==> src/rtl/mac_psum_requant_if.sv <==
// rtl/mac_psum_requant_if.sv - partial-sum input stream and requantized output stream
interface mac_psum_requant_if #(
    parameter int PSUM_W = 16,
    parameter int OUT_W  = 8
);
    logic [PSUM_W-1:0] psum_in;
    logic              psum_valid;
    logic              acc_ready;
    logic [OUT_W-1:0]  out_data;
    logic              out_valid;
    logic              out_ready;

    modport master (
        output psum_in, psum_valid, out_ready,
        input  acc_ready, out_data, out_valid
    );

    modport slave (
        input  psum_in, psum_valid, out_ready,
        output acc_ready, out_data, out_valid
    );
endinterface

==> src/rtl/mac_psum_requant.sv <==
// rtl/mac_psum_requant.sv - accumulate MAC partial sums from a bias, requantize to int8, stream out
module mac_psum_requant #(
    parameter int PSUM_W = 16,
    parameter int ACC_W  = 24,
    parameter int CNT_W  = 8,
    parameter int OUT_W  = 8
) (
    input  logic              clk,
    input  logic              rst_n,
    input  logic              start,
    input  logic [CNT_W-1:0]  cfg_beats,
    input  logic [CNT_W-1:0]  cfg_outputs,
    input  logic [PSUM_W-1:0] cfg_bias,
    input  logic [4:0]        cfg_shift,
    input  logic              cfg_relu,
    mac_psum_requant_if.slave io,
    output logic              busy,
    output logic              done,
    output logic              drop_err,
    output logic              sat_err
);
    localparam int AW1 = ACC_W + 1;
    localparam logic signed [AW1-1:0] OMAX_W = AW1'((1 << (OUT_W-1)) - 1);
    localparam logic signed [AW1-1:0] OMIN_W = AW1'(-(1 << (OUT_W-1)));
    localparam logic [ACC_W-1:0] ACC_MAX = {1'b0, {(ACC_W-1){1'b1}}};
    localparam logic [ACC_W-1:0] ACC_MIN = {1'b1, {(ACC_W-1){1'b0}}};

    typedef enum logic [1:0] {IDLE, ACCUM, REQUANT, OUTPUT} state_t;
    state_t state_q, state_d;

    logic [CNT_W-1:0]  beats_q, outputs_q, beat_cnt_q, out_cnt_q;
    logic [PSUM_W-1:0] bias_q;
    logic [4:0]        shift_q;
    logic              relu_q;
    logic [ACC_W-1:0]  acc_q;
    logic [OUT_W-1:0]  out_data_q;
    logic              out_valid_q, done_q, drop_err_q, sat_err_q;

    logic                  accept, handshake, last_beat, last_out;
    logic signed [AW1-1:0] sum_w, half_w, rnd_w, shr_w, rl_w;
    logic [ACC_W-1:0]      acc_next, bias_ext;
    logic                  acc_sat, q_hi, q_lo;
    logic [OUT_W-1:0]      q_data;

    assign io.acc_ready = (state_q == ACCUM);
    assign io.out_data  = out_data_q;
    assign io.out_valid = out_valid_q;
    assign busy         = (state_q != IDLE);
    assign done         = done_q;
    assign drop_err     = drop_err_q;
    assign sat_err      = sat_err_q;

    assign accept    = io.psum_valid && (state_q == ACCUM);
    assign handshake = out_valid_q && io.out_ready;
    assign last_beat = (beat_cnt_q + CNT_W'(1)) == beats_q;
    assign last_out  = (out_cnt_q + CNT_W'(1)) == outputs_q;
    assign bias_ext  = {{(ACC_W-PSUM_W){bias_q[PSUM_W-1]}}, bias_q};

    // One guard bit above the accumulator catches overflow before clamping.
    always_comb begin
        sum_w    = {acc_q[ACC_W-1], acc_q} + {{(AW1-PSUM_W){io.psum_in[PSUM_W-1]}}, io.psum_in};
        acc_sat  = sum_w[ACC_W] != sum_w[ACC_W-1];
        acc_next = acc_sat ? (sum_w[ACC_W] ? ACC_MIN : ACC_MAX) : sum_w[ACC_W-1:0];
    end

    // Round half up, shift, optional ReLU, then clamp into the output range.
    always_comb begin
        half_w = '0;
        if (shift_q != 5'd0)
            half_w = AW1'(1) << (shift_q - 5'd1);
        rnd_w  = {acc_q[ACC_W-1], acc_q} + half_w;
        shr_w  = rnd_w >>> shift_q;
        rl_w   = (relu_q && shr_w[AW1-1]) ? '0 : shr_w;
        q_hi   = rl_w > OMAX_W;
        q_lo   = rl_w < OMIN_W;
        q_data = q_hi ? OMAX_W[OUT_W-1:0] : (q_lo ? OMIN_W[OUT_W-1:0] : rl_w[OUT_W-1:0]);
    end

    always_comb begin
        state_d = state_q;
        case (state_q)
            IDLE:    if (start) state_d = ACCUM;
            ACCUM:   if (accept && last_beat) state_d = REQUANT;
            REQUANT: state_d = OUTPUT;
            OUTPUT:  if (handshake) state_d = last_out ? IDLE : ACCUM;
            default: state_d = IDLE;
        endcase
    end

    always_ff @(posedge clk or negedge rst_n) begin
        if (!rst_n) begin
            state_q     <= IDLE;
            beats_q     <= '0;
            outputs_q   <= '0;
            bias_q      <= '0;
            shift_q     <= '0;
            relu_q      <= 1'b0;
            acc_q       <= '0;
            beat_cnt_q  <= '0;
            out_cnt_q   <= '0;
            out_data_q  <= '0;
            out_valid_q <= 1'b0;
            done_q      <= 1'b0;
            drop_err_q  <= 1'b0;
            sat_err_q   <= 1'b0;
        end else begin
            state_q <= state_d;
            done_q  <= 1'b0;
            if (io.psum_valid && !io.acc_ready)
                drop_err_q <= 1'b1;
            case (state_q)
                IDLE: if (start) begin
                    beats_q    <= (cfg_beats == '0) ? CNT_W'(1) : cfg_beats;
                    outputs_q  <= (cfg_outputs == '0) ? CNT_W'(1) : cfg_outputs;
                    bias_q     <= cfg_bias;
                    shift_q    <= cfg_shift;
                    relu_q     <= cfg_relu;
                    acc_q      <= {{(ACC_W-PSUM_W){cfg_bias[PSUM_W-1]}}, cfg_bias};
                    beat_cnt_q <= '0;
                    out_cnt_q  <= '0;
                    drop_err_q <= 1'b0;
                    sat_err_q  <= 1'b0;
                end
                ACCUM: if (accept) begin
                    acc_q      <= acc_next;
                    beat_cnt_q <= beat_cnt_q + CNT_W'(1);
                    if (acc_sat) sat_err_q <= 1'b1;
                end
                REQUANT: begin
                    out_data_q  <= q_data;
                    out_valid_q <= 1'b1;
                    if (q_hi || q_lo) sat_err_q <= 1'b1;
                end
                OUTPUT: if (handshake) begin
                    out_valid_q <= 1'b0;
                    out_cnt_q   <= out_cnt_q + CNT_W'(1);
                    if (last_out) begin
                        done_q <= 1'b1;
                    end else begin
                        acc_q      <= bias_ext;
                        beat_cnt_q <= '0;
                    end
                end
                default: ;
            endcase
        end
    end
endmodule
==> src/flat_wrapper.sv <==
// flat-port wrapper written by rule: the top's interface ports become plain ports
module mac_psum_requant_flat 
#(
    parameter int PSUM_W = 16,
    parameter int ACC_W  = 24,
    parameter int CNT_W  = 8,
    parameter int OUT_W  = 8
)
  (clk, rst_n, start, cfg_beats, cfg_outputs, cfg_bias, cfg_shift, cfg_relu, busy, done, drop_err, sat_err, io_psum_in, io_psum_valid, io_out_ready, io_acc_ready, io_out_data, io_out_valid);
  mac_psum_requant_if #(.PSUM_W(PSUM_W), .OUT_W(OUT_W)) io_i ();
  input  logic clk;
  input  logic rst_n;
  input  logic start;
  input  logic [CNT_W-1:0] cfg_beats;
  input  logic [CNT_W-1:0] cfg_outputs;
  input  logic [PSUM_W-1:0] cfg_bias;
  input  logic [4:0] cfg_shift;
  input  logic cfg_relu;
  output logic busy;
  output logic done;
  output logic drop_err;
  output logic sat_err;
  input wire logic [$bits(io_i.psum_in)-1:0] io_psum_in;
  input wire logic [$bits(io_i.psum_valid)-1:0] io_psum_valid;
  input wire logic [$bits(io_i.out_ready)-1:0] io_out_ready;
  output wire logic [$bits(io_i.acc_ready)-1:0] io_acc_ready;
  output wire logic [$bits(io_i.out_data)-1:0] io_out_data;
  output wire logic [$bits(io_i.out_valid)-1:0] io_out_valid;
  assign io_i.psum_in = io_psum_in;
  assign io_i.psum_valid = io_psum_valid;
  assign io_i.out_ready = io_out_ready;
  assign io_acc_ready = io_i.acc_ready;
  assign io_out_data = io_i.out_data;
  assign io_out_valid = io_i.out_valid;
  mac_psum_requant #(.PSUM_W(PSUM_W), .ACC_W(ACC_W), .CNT_W(CNT_W), .OUT_W(OUT_W)) u_core (.clk(clk), .rst_n(rst_n), .start(start), .cfg_beats(cfg_beats), .cfg_outputs(cfg_outputs), .cfg_bias(cfg_bias), .cfg_shift(cfg_shift), .cfg_relu(cfg_relu), .io(io_i), .busy(busy), .done(done), .drop_err(drop_err), .sat_err(sat_err));
endmodule
==> config.mk <==
export PLATFORM = sky130hd
export DESIGN_NAME = mac_psum_requant_flat
export DESIGN_NICKNAME = d
export VERILOG_FILES = /design/src/rtl/mac_psum_requant_if.sv /design/src/rtl/mac_psum_requant.sv /design/src/flat_wrapper.sv
export SDC_FILE = /design/constraint.sdc
export NUM_CORES = 1
export LEC_CHECK = 0
export CAP_MARGIN = 20
export CORE_MARGIN = 3
export CORE_UTILIZATION = 35
export DETAILED_ROUTE_END_ITERATION = 12
export REMOVE_ABC_BUFFERS = 1
export SLEW_MARGIN = 5
export SYNTH_ARGS = -nofsm -noshare
export SYNTH_HDL_FRONTEND = slang
export SYNTH_SLANG_ARGS = --single-unit
==> constraint.sdc <==
create_clock -name clk -period 7.6 [get_ports clk]
set_clock_uncertainty 0.2 [all_clocks]
set_input_delay 1.52 -clock clk [delete_from_list [all_inputs] [get_ports clk]]
set_output_delay 1.52 -clock clk [all_outputs]
set_load 0.01 [all_outputs]
Yosys cells after proc, flatten, opt, wreduce, memory -nomap -nowiden
Cells that the tools add are included.
{"block": "totals", "ff_bits": 92, "in_bits": 59, "out_inout_bits": 14, "wordCells": 96}
{"block": "classes", "n_addsub": 5, "magnitude_cmp": 2, "eq_ne": 13, "n_shift": 2, "n_mux": 38, "n_reduce_logical": 22}
{"op": "24-bit two-way mux", "count": 6}
{"op": "8-bit two-way mux", "count": 9}
{"op": "24-bit case mux with 3 select lines", "count": 1}
{"op": "25-bit two-way mux", "count": 2}
{"op": "24-bit by 16-bit adder with 25-bit output", "count": 1}
{"op": "25-bit adder", "count": 1}
{"op": "25-bit by 8-bit greater-than comparator with 1-bit output (second input constant)", "count": 1}
{"op": "25-bit by 8-bit < comparator with 1-bit output (second input constant)", "count": 1}
{"op": "1-bit by 5-bit << shifter with 25-bit output (first input constant)", "count": 1}
{"op": "25-bit by 5-bit >>> shifter with 25-bit output", "count": 1}
{"op": "8-bit case mux with 3 select lines", "count": 1}
{"op": "8-bit by 1-bit adder with 8-bit output (second input constant)", "count": 2}
{"op": "8-bit equality test", "count": 2}
{"op": "8-bit zero test", "count": 2}
{"op": "8-bit case mux with 2 select lines", "count": 1}
{"op": "1-bit two-way mux", "count": 12}
{"op": "2-bit != test (second input constant)", "count": 5}
{"op": "5-bit AND reduction", "count": 2}
{"op": "2-bit case mux with 4 select lines", "count": 1}
{"op": "2-bit two-way mux", "count": 3}
{"op": "3-bit AND reduction", "count": 2}
{"op": "2-bit nonzero test", "count": 3}
{"op": "3-bit nonzero test", "count": 2}
{"op": "1-bit logical AND", "count": 5}
{"op": "other kinds (12)", "count": 15}

Longest topological paths before layout
{"block": "depth", "word_depth": 11, "mapped_depth": 22}

Least setup slack after synthesis
OpenSTA, ideal clock, no wires.
{"block": "synth_path", "path_kind": "register to register", "start": "register u_core.shift_q[2]", "end": "register u_core.out_data_q[4] (netlist: u_core.io.out_data[4])", "setup_time_ns": 0.101, "t_arrival_ns": 5.485, "required_ns": 7.299, "path_slack_ns": 1.815, "path_stages_with_launch": 22, "synth_period_minus_slack_ns": 5.785, "cell_sequence": "dfrtp_1 > clkbuf_1 > clkbuf_1 > clkbuf_1 > nand2_1 > nor2_1 > ha_1 > buf_6 > and3_1 > and3_1 > a22o_4 > or3_4 > a21oi_1 > mux2_2 > a32o_1 > nor2_1 > a21oi_1 > or4_1 > o311a_1 > or3b_1 > buf_6 > o311ai_2"}
{"block": "synth_via", "elab_chain_cells": 10}
{"element": "start: declaration", "line_no": "mac_psum_requant.sv:33", "rtl": "logic [4:0] shift_q;"}
{"element": "start signal: assignment", "line_no": "mac_psum_requant.sv:116", "rtl": "shift_q <= cfg_shift;"}
{"element": "5-bit by 1-bit subtractor with 5-bit output", "line_no": "mac_psum_requant.sv:70", "rtl": "half_w = AW1'(1) << (shift_q - 5'd1);"}
{"element": "1-bit by 5-bit << shifter with 25-bit output", "line_no": "mac_psum_requant.sv:70"}
{"element": "25-bit two-way mux", "line_no": "mac_psum_requant.sv:69", "rtl": "if (shift_q != 5'd0)"}
{"element": "25-bit adder", "line_no": "mac_psum_requant.sv:71", "rtl": "rnd_w = {acc_q[ACC_W-1], acc_q} + half_w;"}
{"element": "25-bit by 5-bit >>> shifter with 25-bit output *", "line_no": "mac_psum_requant.sv:72", "rtl": "shr_w = rnd_w >>> shift_q;"}
{"element": "1-bit logical AND", "line_no": "mac_psum_requant.sv:73", "rtl": "rl_w = (relu_q && shr_w[AW1-1]) ? '0 : shr_w;"}
{"element": "25-bit two-way mux *", "line_no": "mac_psum_requant.sv:73"}
{"element": "25-bit by 8-bit < comparator with 1-bit output", "line_no": "mac_psum_requant.sv:75", "rtl": "q_lo = rl_w < OMIN_W;"}
{"element": "8-bit two-way mux", "line_no": "mac_psum_requant.sv:76", "rtl": "q_data = q_hi ? OMAX_W[OUT_W-1:0] : (q_lo ? OMIN_W[OUT_W-1:0] : rl_w[OUT_W-1:0]);"}
{"element": "8-bit two-way mux *", "line_no": "mac_psum_requant.sv:76"}
{"element": "end signal: assignment", "line_no": "mac_psum_requant.sv:130", "rtl": "out_data_q <= q_data;"}
{"element": "end: declaration", "line_no": "mac_psum_requant.sv:36", "rtl": "logic [OUT_W-1:0] out_data_q;"}
Every way passes the cells marked *; elsewhere a longest branch is shown, timed or not.
A chain may end at the register's enable or synchronous reset.

Worst setup path in the final report
{"block": "layout_path", "start": "register u_core.shift_q[1]", "end": "register u_core.out_data_q[4] (netlist: u_core.io.out_data[4])"}
The elaborated chain is that of the path after synthesis.

==> results.md <==
* Register area share after synthesis at 25.29%
* Iteration-0 DRC Markers at 520
* Seq. cell area at 0.002302 mm²
* # diodes at 0
* Routability cong. at 0.9325
* Fmax at 158.6 MHz
* Post-Syn Area at 0.009104 mm²
* Routed Antenna Nets at 0
* Ys async rst share at 100.0%
* Vias in the first global route at 8367
* Wire length per cell at 17.75 µm
* Synth cell types at 87
* CP delay by family, top: compound AO/OA/AOI/OAI gates
* Levels on crit path at 17
* Overall routing resource usage at 18.71%
* Max-Cap Viols at 0
* Min cycle time layout at 6.304 ns
* CTS Buf Count at 9
* Pins over their slew limit at 0
* Die Y-Extent at 167.3 µm
* Commonest non-fill, non-tap cell in the layout: a21oi_1
* Leakage power at 4.321 nW
* Overall Power at 0.004954 W
* YS warnings at 0
* CTS tree: done
* Final instance area at 0.01039 mm²
* Multi-input gate area at 0.006407 mm²
* Die Wd at 167.3 µm
* Critical path endpoint category: flop
* Via count at 8656
* Hold Path Depth at 1
* Hold buffers post-CTS at 0
* Crit path max fanout at 28
* Starting density of the core at 35.84%
* RSZ-0062 raised after global routing: false
* Vias per cell at 5.821
* Final TNS setup at 0 ns
* Cts repair resizes at 0
* Status: completed
* Final WL at 26.39 mm
* Clk pin slew, worst setup/hold paths at 0.07 ns
* # rows at 58
* DP Area at 0.01009 mm²
* Worst Setup Start Kind: flop
* I/O Buffers at 72
* Pwr/cell area at 476.9 mW/mm²
* Core ar. at 0.02540 mm²
* Clk sinks at 92
* Crit Path Category: flop to flop
* Final setup viols at 0
* Final Hold Fails at 0
* Slowest CP cell: a2111oi_0
* Post-DP HPWL at 20.13 mm
* Critical Path, Cell by Cell: inv_2, nand2_1, nor2_1, ha_1, nand2_1, nor4_1, o211ai_1, nand2_2, xnor2_1, a2111oi_0, a32oi_1, a2111oi_0, nand3_1, o31a_1, o311a_1, or3b_1, o311ai_2
* Pre-antenna DRT Iters at 5
* Final worst-path cycle share at 82.94%
* Synth Instances at 1114
* Worst slew pin tran at 0.9530 ns
* Area Growth Syn to Fin at 14.11%
* Max incr delay on CP at 0.67 ns
* HP Class: flop to flop
* Worst VDD drop at 0.2000 mV
* First-pass GRT wire length at 43.79 mm
* Total Die Area at 0.02798 mm²
* Fraction of layout cells with a size suffix above 1 at 10.29%
* Fillers at 2632
* Largest net degree at the start of global routing at 67
* Most frequent cells in the layout: 97 x a21oi_1, 92 x nand2_1, 92 x dfrtp_1
* DRC violations left at 0
* CTS H-tree depth at 3
* Initial antenna violation count at 0
* Post-CTS setup buffers at 0
* Syn_area_per_cell at 8.172 µm²
* Arr. time, crit path at 6.36 ns
* Clock Latency Late Sink at 0.35 ns
* IO Pins at 73
* FF-to-FF path depth at 17
* Max-Slew Margin vs Limit at 36.24%
* Post-synthesis register bit count at 92
* Layout net count at 1268
* Post-synth EDFFs at 0
* CTS max path bufs at 2
* Buf/Inv on CP at 1
* CTS Root Cell: clkbuf_16
* Worst Path Required at 7.66 ns
* Gr ovfl total at 0
* Top_reg_cell synth: dfrtp_1
[cell type report]
class	count	share of cell area, %
Clock buffer	9	2.168
Clock inverter	7	0.6504
Inverter	34	1.228
Multi-Input combinational cell	926	61.68
Sequential cell	92	22.16
Tap cell	330	3.974
Timing Repair Buffer	89	8.142
[where the power goes]
part | total [W] | internal, W | switching, W
clock | 0.000443 | 0.000230 | 0.000213
sequential | 0.000917 | 0.000710 | 0.000206
combinational | 0.00359 | 0.00147 | 0.00213
[per-layer routing]
layer	routed length (µm)	GRT usage, %	up-vias
met1	12240	25.84	4148
met3	1212	2.101	26
li1	-	-	4256
met4	449	4.874	0
met5	0	0	-
met2	12480	31.30	226
[cell families after synthesis]
family | count (synthesis) | synth area share, %
AOI/OAI and AO/OA | 390 | 28.78
and+or+nand+nor | 347 | 18.27
buffers and inverters | 96 | 4.412
DFF | 92 | 25.29
muxes | 69 | 9.030
xor gates and xnor gates | 63 | 6.226
adders and majority gates | 57 | 7.999
[stage by stage]
| step | hold WS, ns | setup slack [ns] | std cells | utilization [%] |
|---|---|---|---|---|
| 6_report | 0.3091 | 1.296 | 1487 | 40.90 |
| 4_1_cts | 0.3123 | 1.412 | 1486 | 40.87 |
| 3_5_place_dp | 0.2936 | 1.078 | 1470 | 39.72 |
| 2_1_floorplan | 0.2689 | 1.527 | 1052 | - |
| 5_1_grt | 0.3316 | 0.9946 | 1487 | 40.90 |
| 3_3_place_gp | 0.2875 | 1.205 | 1470 | 39.72 |
[path summary, 6_finish.rpt]
path	startpoint	to	slack, ns
setup / recovery	u_core.shift_q[1]	u_core.io.out_data[4]	1.30
hold / removal	u_core.bias_q[1]	u_core.bias_q[1]	0.31
setup reg to reg	u_core.shift_q[1]	u_core.io.out_data[4]	1.30
hold reg to reg	u_core.bias_q[1]	u_core.bias_q[1]	0.31
max in group asynchronous	rst_n	u_core.acc_q[8]	5.12
min in group asynchronous	rst_n	u_core.io.out_data[3]	0.87
[Yosys cell counts, types with 10 or more instances]
| cell type | count | share of area, % |
|---|---|---|
| a211oi_1 | 19 | 1.6 |
| a21o_1 | 28 | 2.3 |
| a21oi_1 | 97 | 5.3 |
| a22oi_1 | 16 | 1.3 |
| a31oi_1 | 16 | 1.1 |
| and2_1 | 10 | 0.69 |
| and3_1 | 11 | 0.76 |
| clkbuf_1 | 45 | 1.9 |
| dfrtp_1 | 92 | 25 |
| ha_1 | 55 | 7.6 |
| inv_1 | 32 | 1.3 |
| mux2_2 | 45 | 5.6 |
| mux2i_1 | 18 | 2.0 |
| nand2_1 | 93 | 3.8 |
| nand2b_1 | 16 | 1.1 |
| nand3_1 | 39 | 2.1 |
| nand4_1 | 12 | 0.82 |
| nor2_1 | 89 | 3.7 |
| nor3_1 | 28 | 1.5 |
| nor4_1 | 10 | 0.69 |
| o211ai_1 | 19 | 1.6 |
| o21a_1 | 14 | 1.2 |
| o21ai_0 | 86 | 4.7 |
| o221ai_1 | 13 | 1.3 |
| xnor2_1 | 46 | 4.4 |
| xor2_1 | 15 | 1.4 |
[registers in the layout (all words and copies together) (netlist names), 2 cells and up]
register / flops
u_core.out_cnt_q: 8
u_core.acc_q: 24
u_core.state_q: 2
u_core.io.out_data: 8
u_core.beats_q: 8
u_core.beat_cnt_q: 8
u_core.outputs_q: 8
u_core.shift_q: 5
u_core.bias_q: 16
[worst reg2reg max path, stage by stage (launching register included)]
cell and delay [ns]:
dfrtp_1 0.39, inv_2 0.38, nand2_1 0.60, nor2_1 0.26, ha_1 0.30, nand2_1 0.13
nor4_1 0.50, o211ai_1 0.33, nand2_2 0.22, xnor2_1 0.10, a2111oi_0 0.67, a32oi_1 0.27
a2111oi_0 0.46, nand3_1 0.14, o31a_1 0.12, o311a_1 0.37, or3b_1 0.50, o311ai_2 0.30
No activity file was read; power rests on OpenSTA's default activity.
